===== src/rtl/adder16_bist.sv =====
// ---------------------------------------------------------------------------
// adder16_bist
//
// Built-in self test driver and checker for an external 16-bit adder.
// After an accepted start it applies NUM_VECTORS operand pairs (one per
// clock) from two independent 16-bit Fibonacci LFSRs. On every compare edge
// it checks the result the adder returned for the vector that was applied
// during the previous cycle. Mismatches produce an err pulse and a
// saturating count. A single pass/fail verdict is published in DONE.
//
// Ports
//   clk        : single clock, all state changes on its rising edge
//   rst_n      : asynchronous active-low reset
//   start      : level-sampled run request (honoured in IDLE and DONE only)
//   a, b       : operands driven to the adder under test (0 when not busy)
//   sum, co    : result returned by the adder under test
//   busy       : high while vectors are being applied/checked (RUN, CHECK)
//   done       : high in DONE
//   pass       : high in DONE when no vector mismatched
//   err        : one-cycle pulse following each mismatching compare edge
//   err_count  : mismatches seen in the current or last run, saturating
// ---------------------------------------------------------------------------
module adder16_bist #(
  parameter int unsigned NUM_VECTORS = 200,
  parameter logic [15:0] SEED_A      = 16'hACE1,
  parameter logic [15:0] SEED_B      = 16'h1D2C
) (
  input  logic        clk,
  input  logic        rst_n,
  input  logic        start,
  output logic [15:0] a,
  output logic [15:0] b,
  input  logic [15:0] sum,
  input  logic        co,
  output logic        busy,
  output logic        done,
  output logic        pass,
  output logic        err,
  output logic [7:0]  err_count
);

  // An all-zero LFSR state would lock up, so a zero seed is replaced.
  localparam logic [15:0] SEED_A_EFF = (SEED_A == 16'h0000) ? 16'h0001 : SEED_A;
  localparam logic [15:0] SEED_B_EFF = (SEED_B == 16'h0000) ? 16'h0001 : SEED_B;
  // Index of the final vector; reaching it in RUN moves the FSM to CHECK.
  localparam logic [15:0] LAST_IDX   = 16'(NUM_VECTORS - 32'd1);

  typedef enum logic [1:0] {
    ST_IDLE  = 2'd0,
    ST_RUN   = 2'd1,
    ST_CHECK = 2'd2,
    ST_DONE  = 2'd3
  } state_t;

  // Fibonacci LFSR step, taps 16/14/13/11.
  function automatic logic [15:0] lfsr_next(input logic [15:0] cur);
    lfsr_next = {cur[14:0], cur[15] ^ cur[13] ^ cur[12] ^ cur[10]};
  endfunction

  // Saturating increment of the mismatch counter.
  function automatic logic [7:0] sat_inc(input logic [7:0] cnt);
    if (cnt == 8'hFF) begin
      sat_inc = 8'hFF;
    end else begin
      sat_inc = cnt + 8'd1;
    end
  endfunction

  state_t      state_r, state_nxt_s;
  logic [15:0] a_r, a_nxt_s;
  logic [15:0] b_r, b_nxt_s;
  logic [15:0] vec_cnt_r, vec_cnt_nxt_s;
  logic        busy_r, busy_nxt_s;
  logic        done_r, done_nxt_s;
  logic        pass_r, pass_nxt_s;
  logic        err_r, err_nxt_s;
  logic [7:0]  err_count_r, err_count_nxt_s;

  logic [16:0] expected_s;
  logic        mismatch_s;
  logic [7:0]  count_after_s;
  logic [15:0] vec_cnt_inc_s;

  // Reference sum of the applied vector and result comparison.
  always_comb begin
    expected_s = {1'b0, a_r} + {1'b0, b_r};
    // Written as if/else so that an unknown result bit falls into the
    // mismatch branch instead of propagating as X.
    if ({co, sum} == expected_s) begin
      mismatch_s = 1'b0;
    end else begin
      mismatch_s = 1'b1;
    end
    if (mismatch_s) begin
      count_after_s = sat_inc(err_count_r);
    end else begin
      count_after_s = err_count_r;
    end
    vec_cnt_inc_s = vec_cnt_r + 16'd1;
  end

  // Next-state and next-output logic.
  always_comb begin
    state_nxt_s     = state_r;
    a_nxt_s         = a_r;
    b_nxt_s         = b_r;
    vec_cnt_nxt_s   = vec_cnt_r;
    busy_nxt_s      = busy_r;
    done_nxt_s      = done_r;
    pass_nxt_s      = pass_r;
    err_nxt_s       = 1'b0;
    err_count_nxt_s = err_count_r;

    case (state_r)
      ST_IDLE, ST_DONE: begin
        if (start) begin
          a_nxt_s         = SEED_A_EFF;
          b_nxt_s         = SEED_B_EFF;
          vec_cnt_nxt_s   = 16'd0;
          busy_nxt_s      = 1'b1;
          done_nxt_s      = 1'b0;
          pass_nxt_s      = 1'b0;
          err_count_nxt_s = 8'd0;
          // With a single vector the start edge already applies the last one.
          if (LAST_IDX == 16'd0) begin
            state_nxt_s = ST_CHECK;
          end else begin
            state_nxt_s = ST_RUN;
          end
        end else begin
          a_nxt_s = 16'h0000;
          b_nxt_s = 16'h0000;
        end
      end

      ST_RUN: begin
        // Check the vector applied last cycle and apply the next one.
        err_nxt_s       = mismatch_s;
        err_count_nxt_s = count_after_s;
        a_nxt_s         = lfsr_next(a_r);
        b_nxt_s         = lfsr_next(b_r);
        vec_cnt_nxt_s   = vec_cnt_inc_s;
        if (vec_cnt_inc_s == LAST_IDX) begin
          state_nxt_s = ST_CHECK;
        end else begin
          state_nxt_s = ST_RUN;
        end
      end

      ST_CHECK: begin
        // Operands were held for this cycle; only the final compare remains.
        err_nxt_s       = mismatch_s;
        err_count_nxt_s = count_after_s;
        a_nxt_s         = 16'h0000;
        b_nxt_s         = 16'h0000;
        busy_nxt_s      = 1'b0;
        done_nxt_s      = 1'b1;
        if (count_after_s == 8'd0) begin
          pass_nxt_s = 1'b1;
        end else begin
          pass_nxt_s = 1'b0;
        end
        state_nxt_s = ST_DONE;
      end

      default: begin
        state_nxt_s     = ST_IDLE;
        a_nxt_s         = 16'h0000;
        b_nxt_s         = 16'h0000;
        vec_cnt_nxt_s   = 16'd0;
        busy_nxt_s      = 1'b0;
        done_nxt_s      = 1'b0;
        pass_nxt_s      = 1'b0;
        err_count_nxt_s = 8'd0;
      end
    endcase
  end

  // FSM state register.
  always_ff @(posedge clk or negedge rst_n) begin
    if (!rst_n) begin
      state_r <= ST_IDLE;
    end else begin
      state_r <= state_nxt_s;
    end
  end

  // Operand, counter and status registers.
  always_ff @(posedge clk or negedge rst_n) begin
    if (!rst_n) begin
      a_r         <= 16'h0000;
      b_r         <= 16'h0000;
      vec_cnt_r   <= 16'd0;
      busy_r      <= 1'b0;
      done_r      <= 1'b0;
      pass_r      <= 1'b0;
      err_r       <= 1'b0;
      err_count_r <= 8'd0;
    end else begin
      a_r         <= a_nxt_s;
      b_r         <= b_nxt_s;
      vec_cnt_r   <= vec_cnt_nxt_s;
      busy_r      <= busy_nxt_s;
      done_r      <= done_nxt_s;
      pass_r      <= pass_nxt_s;
      err_r       <= err_nxt_s;
      err_count_r <= err_count_nxt_s;
    end
  end

  assign a         = a_r;
  assign b         = b_r;
  assign busy      = busy_r;
  assign done      = done_r;
  assign pass      = pass_r;
  assign err       = err_r;
  assign err_count = err_count_r;

endmodule

===== config.mk =====
export PLATFORM = sky130hd
export DESIGN_NAME = adder16_bist
export DESIGN_NICKNAME = d
export VERILOG_FILES = /design/src/rtl/adder16_bist.sv
export SDC_FILE = /design/constraint.sdc
export NUM_CORES = 1
export LEC_CHECK = 0
export CAP_MARGIN = 20
export CORE_MARGIN = 10
export CORE_UTILIZATION = 44
export CTS_CLUSTER_SIZE = 8
export DETAILED_ROUTE_END_ITERATION = 6
export PLACE_DENSITY = 0.68
export SETUP_SLACK_MARGIN = 0.2
export SLEW_MARGIN = 20
export SYNTH_ARGS = -nofsm -noshare
export SYNTH_HDL_FRONTEND = slang
export SYNTH_SLANG_ARGS = --single-unit

===== constraint.sdc =====
create_clock -name clk -period 3.7 [get_ports clk]
set_input_delay 0.925 -clock clk [delete_from_list [all_inputs] [get_ports clk]]
set_output_delay 0.925 -clock clk [all_outputs]
set_load 0.03 [all_outputs]

### Word level (Yosys, flattened, before mapping)

Cells that the tools add are included.

| cells by class | value |
|---|---|
| muxes and demuxes | 21 |
| $add $sub $neg | 3 |
| bitwise gates (word level) | 6 |
| equal/unequal tests | 7 |
| reduce and logical (&&, ||, !) cells | 8 |

Operators by type and width:

| cell | number |
|---|---|
| $pmux 16 s3 | 2 |
| $mux 16 | 2 |
| $pmux 16 s2 | 1 |
| $mux 8 | 3 |
| $add 16x16->17 | 1 |
| $eq 17x17->1 | 1 |
| $add 16x1->16 const B | 1 |
| $eq 16x8->1 const B | 1 |
| $pmux 8 s2 | 1 |
| $mux 13 | 1 |
| $add 8x1->8 const B | 1 |
| $eq 8x8->1 const B | 1 |
| $logic_not 8->1 | 1 |
| $pmux 1 s2 | 3 |
| $pmux 2 s3 | 1 |
| $xor 1x1->1 | 6 |
| $mux 1 | 5 |
| $eq 2x2->1 const B | 2 |
| $mux 2 | 2 |
| $reduce_and 2->1 | 2 |
| $reduce_bool 2->1 | 2 |
| $reduce_or 2->1 | 2 |
| $eq 2x1->1 const B | 1 |
| $logic_not 2->1 | 1 |
| $ne 2x2->1 const B | 1 |

| storage, ports and cells | value |
|---|---|
| logic and storage cells | 54 |
| output and inout port bits | 44 |
| bits in registers | 62 |
| input port bits | 20 |

### Logic depth before layout (Yosys ltp)

Gate-level depths: netlist of the first run.

| logic depth | value |
|---|---|
| word-level depth | 6 |
| mapped depth | 13 |
| gate-level depth less buffers | 12 |

### Worst setup path after synthesis of the first run

OpenSTA, ideal clock, no wires.

| timing path | value |
|---|---|
| kind | reg2reg |
| start point | reg a_r[0] (netlist: a[0]) |
| end point | reg pass_r (netlist: pass) |
| data required time | 3.608 ns |
| path buffers | 0 |
| setup time | 0.092 ns |
| arrival time | 3.252 ns |
| stages on the path, launching flop included | 13 |
| period minus slack after synthesis | 3.344 ns |
| path slack | 0.356 ns |
| cell sequence | dfrtp_1 > ha_1 > fa_1 > a21o_1 > a221o_2 > a31oi_4 > o21ai_2 > xnor2_1 > nor4_2 > nand4_2 > a2111oi_2 > o22ai_1 > o31ai_2 |

| between the ends | value |
|---|---|
| longest elaborated chain between the ends | 6 |

Ends and longest elaborated chain:

| item | line | RTL |
|---|---|---|
| from (decl) | 70 | `logic [15:0] a_r, a_nxt_s;` |
| from (signal assigned) | 200 | `a_r <= a_nxt_s;` |
| $add 16x16->17 | 86 | `expected_s = {1'b0, a_r} + {1'b0, b_r};` |
| $eq 17x17->1 | 89 | `if ({co, sum} == expected_s) begin` |
| $mux 8 | 94 | `if (mismatch_s) begin` |
| $logic_not 8->1 | 158 | `if (count_after_s == 8'd0) begin` |
| $mux 1 | 158 |  |
| $pmux 1 s2 | 114 | `case (state_r)` |
| to (signal assigned) | 205 | `pass_r <= pass_nxt_s;` |
| to (decl) | 75 | `logic pass_r, pass_nxt_s;` |

Every way passes these cells.
A chain may end at the register's enable or synchronous reset.

### Worst setup path after layout of the first run

Ends and elaborated chain as after synthesis.

==> run summary, run 1 <==
Buf/Inv on CP: 0
initial antenna violation count: 0
GRT overflow: 0
# setup viols final: 0
Top Family by Delay on Critical Path: compound AO/OA/AOI/OAI gates
average size of a mapped cell: 9.04 µm²
most common flop cell mapped by yosys: dfrtp_1
Ports: 64
Clock Latency Late Sink: 0.34 ns
core region area: 0.00881 mm²
Mapped Cells: 445
Place WS: 0.0582 ns
Critical Path RT: 3.95 ns
element type at the critical path start: register
fmax: 0.296 GHz
Hold Fails Final Rpt: 0
total routed wirelength: 10800 µm
post-layout min period: 3.37 ns
vias post-DR: 3581
vias in the first global route: 3448
Async SR Flop Fraction: 1.00
Rel. slew slack: 0.511
DR pass1 iterations: 4
diode count: 0
number of fill cells: 795
Post-DP HPWL: 8130 µm
Setup TNS: 0 ns
Via density: 5.75
outcome: completed
antenna-violating nets left: 0
WP data arrival: 3.62 ns
DRC: 0
CTS tree: yes
first-pass GRT wire length: 17400 µm
#FFs+latches synth: 62
crit path max fanout: 5
WL per Instance: 17.4 µm
IO buf count: 63
Hold Crit Class: reg2reg
Tot Pwr: 4.98 mW
slowest CP cell: a221o_2
Setup crit end kind: register
Final Skew: 0.0116 ns
critical path type: reg2reg
Max-Cap Viols: 0
1st-iter DRT viols: 217
synthesized cell area: 0.00402 mm²
RSZ-0062 raised after global routing: true
CP Cell Sequence: ha_2, fa_2, a21o_1, a221o_2, a31oi_4, o21ai_2, xnor2_1, nor4_2, nand4_4, a2111oi_4, o22ai_1, o31ai_2
row count: 34
Starting Density: 0.457
fin crit share: 0.912
die span in x: 116 µm
max-slew violations: 0
share of layout cells above drive strength 1: 0.0874
pwr/cell area: 988 mW/mm²
P&R area growth vs syn: 25.3%
largest net degree at the start of global routing: 35
Max VDD drop: 369 µV
count of flip-flops with a built-in enable after synthesis: 0
Worst Max-Slew Pin Slew: 0.733 ns
sequential fraction of the synthesis area: 0.386
Lkg Pwr: 2.12 nW
Synth warnings: 0
total CTS buffers: 9
fin worst setup slack: 0.327 ns
clock sink total: 62
fin nets: 552
WHS: 0.530 ns
count of cell types in the netlist: 65
routability cong.: 0.894
Die Ht: 116 µm
clock slew at reported path FFs: 0.08 ns
Clock Tree Buf Depth: 2
die area: 0.0134 mm²
syn_nets: 487
H-tree levels: 3
Root Buffer: clkbuf_8
GRT Overall Usage: 0.161
CP peak stage delay: 0.42 ns
[stage by stage]
stage                     cells  utilization  area (µm²)
after CTS                   620        0.566        4980
final                       623        0.573        5040
after floorplan             445            -        4020
after detailed placement    604        0.540        4750
after global placement      604        0.540        4750
after global routing        623        0.573        5040
[Yosys cell counts, types with 2 or more instances]
cell type / number / area (µm²)
o21ai_1: 2 / 10.0
a21o_1: 5 / 37.5
o311ai_1: 2 / 17.5
nand2_1: 36 / 135
or3b_2: 3 / 26.3
and4_1: 2 / 17.5
a21oi_1: 20 / 100
a311oi_1: 2 / 17.5
inv_1: 11 / 41.3
nor2b_1: 2 / 12.5
nand3_1: 13 / 65.1
clkbuf_1: 11 / 41.3
dfrtp_1: 62 / 1550
nor2_1: 49 / 184
a31oi_1: 5 / 31.3
nor4_1: 2 / 12.5
o21bai_1: 3 / 22.5
nor3_1: 8 / 40.0
nor4_2: 2 / 25.0
a211oi_1: 2 / 15.0
nor3b_1: 5 / 37.5
buf_2: 6 / 30.0
xnor2_1: 30 / 263
ha_1: 21 / 263
o22ai_1: 4 / 25.0
nand4_1: 4 / 25.0
and3_1: 9 / 56.3
o2111ai_1: 3 / 26.3
a21boi_0: 6 / 45.0
xor2_1: 9 / 78.8
o211ai_1: 3 / 22.5
a22o_1: 7 / 61.3
mux2i_1: 2 / 20.0
a221oi_1: 3 / 26.3
or3_1: 2 / 12.5
nand2b_1: 7 / 43.8
o31ai_1: 3 / 22.5
o21ai_0: 34 / 170
and2_1: 19 / 119
[kinds of logic (layout without fill, tap and decap cells)]
group,count (synthesis),after routing,synth area share
and+or+nand+nor,172,172,0.223
AOI/OAI and AO/OA,117,117,0.197
DFF,62,62,0.386
xor gates and xnor gates,39,39,0.0849
buffers and inverters,30,100,0.0311
adders and majority gates,22,22,0.0703
muxes,3,3,0.00777
[cells in the final DEF (no fill, tap or decap), types with 8 or more instances in the layout]
master,count
o21ai_0,34
ha_1,20
nand3_1,13
nand2_1,36
xnor2_1,30
buf_4,8
dfrtp_1,62
inv_1,11
clkdlybuf4s50_1,62
and2_1,19
xor2_1,9
nor3_1,8
a21oi_1,20
and3_1,9
nor2_1,48
clkbuf_8,10
[sequential cells by signal, indices dropped and copies added (netlist names)]
register / cells
err: 1
err_count: 8
vec_cnt_r: 16
b: 16
done: 1
state_r: 2
pass: 1
busy: 1
a: 16
[routing by layer]
| layer | vias up | GRT usage | wire length, µm |
|---|---|---|---|
| met4 | 0 | 0.0575 | 173 |
| met2 | 91 | 0.262 | 5190 |
| met5 | - | 0 | 0 |
| met1 | 1740 | 0.208 | 4840 |
| li1 | 1734 | - | - |
| met3 | 16 | 0.0315 | 628 |
[worst register-to-register path: cells and delay by family (launching register included)]
kind            cells  cell delay [ns]
compound gates      7             1.65
fa+ha+maj           2             0.57
simple gates        2             0.53
flops               1             0.40
xor+xnor            1             0.14
[power breakdown]
| group | internal [mW] | switching [mW] | leakage [nW] |
|---|---|---|---|
| sequential | 0.925 | 0.335 | 0.785 |
| clock | 0.402 | 0.283 | 0.110 |
| combinational | 1.30 | 1.73 | 1.22 |
| total | 2.63 | 2.35 | 2.12 |
[final timing paths]
kind                                 from                       end  slack, ns  cells after the start
setup / recovery           a[0]$_DFF_PN0_          pass$_DFFE_PN0P_       0.33                     12
hold / removal             a[2]$_DFF_PN0_            a[3]$_DFF_PN0_       0.53                      1
setup reg to reg           a[0]$_DFF_PN0_          pass$_DFFE_PN0P_       0.33                     12
hold reg to reg            a[2]$_DFF_PN0_            a[3]$_DFF_PN0_       0.53                      1
max in group asynchronous           rst_n           b[10]$_DFF_PN0_       2.20                      2
min in group asynchronous           rst_n  err_count[4]$_DFFE_PN0P_       0.62                      1
[timing repair]
| item | 4_1_cts | 5_1_grt |
|---|---|---|
| resized for setup | 0 | 7 |
| hold buffers | 0 | 0 |
| setup endpoints to repair | 0 | 8 |
| setup buffers | 0 | 2 |
[cell type report]
cell class                 count  area, µm²  area share
clock buffer                  10        138      0.0273
clock inverter                 6       92.6      0.0184
sequential                    62       1550       0.308
timing repair buffer          73        702       0.139
tap                          108        135      0.0268
multi-input combinational    353       2380       0.472
inverter                      11       41.3     0.00819
No activity file was read; power rests on OpenSTA's default activity.
==> run 2: changes to the inputs <==
--- a/config.mk
+++ b/config.mk
@@ -7,10 +7,9 @@
 export LEC_CHECK = 0
 export CAP_MARGIN = 20
 export CORE_MARGIN = 10
-export CORE_UTILIZATION = 44
+export CORE_UTILIZATION = 25
 export CTS_CLUSTER_SIZE = 8
 export DETAILED_ROUTE_END_ITERATION = 6
-export PLACE_DENSITY = 0.68
 export SETUP_SLACK_MARGIN = 0.2
 export SLEW_MARGIN = 20
 export SYNTH_ARGS = -nofsm -noshare
==> run 2 against run 1 <==
Compared with the run above:
- count of clock-buffer cells in the layout increased by 2
- die area increased by 61%
- critical path depth unchanged
- highest routed layer unchanged
- clock skew decreased by 0.0059 ns
- utilization decreased by 24 points
- maximum frequency increased by 0.11%
- setup slack improved by 0.0036 ns
- sequential power about the same
- largest cell class unchanged
- register-to-register slack about the same
- global-route usage decreased by 5.6 points
- clock power increased by 29%
- combinational power increased by 1%
==> run summary, run 2 (synthesized netlist as in run 1, its figures left out) <==
Setup TNS: 0 ns (unchanged)
Hold Path End: b[6]$_DFF_PN0_
Post-DP HPWL: 8720 µm (+7.3%)
Worst Hold Depth: 1 (unchanged)
die span in x: 147 µm (+27%)
die area: 0.0216 mm² (+61%)
WL per Instance: 15.7 µm (-9.5%)
max-slew violations: 0 (unchanged)
P&R area growth vs syn: 30.9%
total routed wirelength: 11500 µm (+5.9%)
reg-to-reg startpoint: a[0]$_DFF_PN0_
Hold Crit Class: reg2reg
worst r2r path cells: 12 (unchanged)
post-layout min period: 3.37 ns (-0.00356 ns)
share of layout cells above drive strength 1: 0.0799 (-0.00746)
CP peak stage delay: 0.41 ns (about the same)
Starting Density: 0.254 (-0.203)
crit path max fanout: 4 (-1)
element type at the critical path start: register
core region area: 0.0158 mm² (+80%)
wire length on met2: 5420 µm (+4.5%)
critical path type: reg2reg
fmax: 0.297 GHz (+0.11%)
met1 WL: 5110 µm (+5.6%)
total CTS buffers: 9 (unchanged)
largest net degree at the start of global routing: 43 (+23%)
DR top layer: met4
# setup viols final: 0 (unchanged)
Hold Fails Final Rpt: 0 (unchanged)
Critical Path RT: 3.94 ns (about the same)
outcome: completed
Rel. slew slack: 0.481 (-0.0297)
Final Core Density: 0.333 (-0.240)
Via density: 4.92 (-14%)
antenna-violating nets left: 0 (unchanged)
fin nets: 550 (-0.36%)
r2r setup slk: 0.33 ns (about the same)
Die Ht: 147 µm (+27%)
Setup crit end kind: register
slowest CP cell: dfrtp_1
vias in the first global route: 3456 (+0.23%)
row count: 46 (+35%)
final instance area: 0.00527 mm² (+4.5%)
pwr/cell area: 994 mW/mm² (+0.65%)
routability cong.: 0.916 (+2.4%)
Clock Tree Buf Depth: 2 (unchanged)
GRT overflow: 0 (unchanged)
DRC: 0 (unchanged)
Tot Pwr: 5.24 mW (+5.2%)
Max-Cap Viols: 0 (unchanged)
Root Buffer: clkbuf_16
Lkg Pwr: 2.16 nW (+2.3%)
diode count: 0 (unchanged)
Ports: 64 (unchanged)
most frequent cells in the layout: dfrtp_1 (62), clkdlybuf4s50_1 (62), nor2_1 (49)
WP data arrival: 3.61 ns (about the same)
met3 WL: 682 µm (+8.6%)
IO buf count: 63 (unchanged)
clock sink total: 62 (unchanged)
clock slew at reported path FFs: 0.05 ns (-0.03 ns)
Post-Place Cell Area: 0.00487 mm² (+2.4%)
Worst Max-Slew Pin Slew: 0.778 ns (+0.0445 ns)
H-tree levels: 3 (unchanged)
GRT Overall Usage: 0.105 (-0.0557)
vias post-DR: 3590 (+0.25%)
first-pass GRT wire length: 18400 µm (+5.7%)
Hold Path Origin: b[5]$_DFF_PN0_
DR pass1 iterations: 4 (unchanged)
Clock Latency Late Sink: 0.33 ns (about the same)
RSZ-0062 raised after global routing: false
1st-iter DRT viols: 274 (+26%)
CP Cell Sequence: ha_4, fa_2, a21o_1, a221o_2, a31oi_4, o21ai_2, xnor2_1, nor4_2, nand4_4, nand3_2, mux2_4, o31ai_2
fin crit share: 0.911 (-0.000962)
Final Skew: 0.00571 ns (-0.00588 ns)
CTS tree: yes
initial antenna violation count: 0 (unchanged)
worst reg2reg path endpoint: pass$_DFFE_PN0P_
Max VDD drop: 242 µV (-34%)
run 2: cell types whose count changed in the layout (fill, tap and decap cells not counted), moves of 2 or more:
cell,previous run,this run
clkbuf_1,0,2
clkbuf_16,0,9
clkbuf_8,10,1
clkinv_2,0,2
clkinvlp_4,2,0
inv_6,2,0
run 2: critical path, delay by kind of cell, from the launching register on:
family	cells	cell delay, ns
XOR/XNOR	1	0.14
flip-flops	1	0.41
multiplexers	1	0.31
AO/OA/AOI/OAI	5	1.14
adder cells (fa/ha/maj)	2	0.54
AND/OR/NAND/NOR	3	0.73
run 2: worst max path at each step:
stage	endpoint	startpoint	cells past startpoint
3_3_place_gp	pass$_DFFE_PN0P_	sum[0]	11
6_report	pass$_DFFE_PN0P_	a[0]$_DFF_PN0_	12
5_1_grt	pass$_DFFE_PN0P_	a[0]$_DFF_PN0_	12
2_1_floorplan	pass$_DFFE_PN0P_	a[0]$_DFF_PN0_	12
3_5_place_dp	pass$_DFFE_PN0P_	sum[0]	11
4_1_cts	pass$_DFFE_PN0P_	b[0]$_DFF_PN0_	12
run 2: timing repair:
action                                 CTS  global route
setup endpoints to repair                1             5
pin swaps                                2            14
endpoints found under the hold margin    0             0
gates resized for setup                  0             9
hold buffers                             0             0
buffers inserted                         0             4
run 2: final cells by class:
type | instances | area (µm²)
Clock inverter | 4 | 70.1
Clock buffer | 12 | 246
Multi-Input combinational cell | 353 | 2400
Tap cell | 216 | 270
Sequential cell | 62 | 1550
Inverter | 11 | 41.3
Fill cell | 1602 | 10600
Timing Repair Buffer | 71 | 689
run 2: per-layer routing:
| metal | GRT usage | vias up |
|---|---|---|
| met1 | 0.127 | 1721 |
| li1 | - | 1740 |
| met3 | 0.0332 | 22 |
| met5 | 0 | - |
| met2 | 0.168 | 107 |
| met4 | 0.0440 | 0 |
run 2: through the flow:
step | setup WS, ns | hold slack [ns] | std cells
5_1_grt | 0.208 | 0.557 | 729
6_report | 0.331 | 0.532 | 729
2_1_floorplan | 0.356 | 0.492 | 445
3_5_place_dp | -0.0344 | 0.519 | 709
3_3_place_gp | 0.0721 | 0.501 | 709
4_1_cts | 0.206 | 0.532 | 725
run 2: power breakdown:
group | switching [mW] | leakage [nW] | internal [mW]
logic | 1.75 | 1.22 | 1.32
registers | 0.355 | 0.785 | 0.927
clock network | 0.280 | 0.157 | 0.605
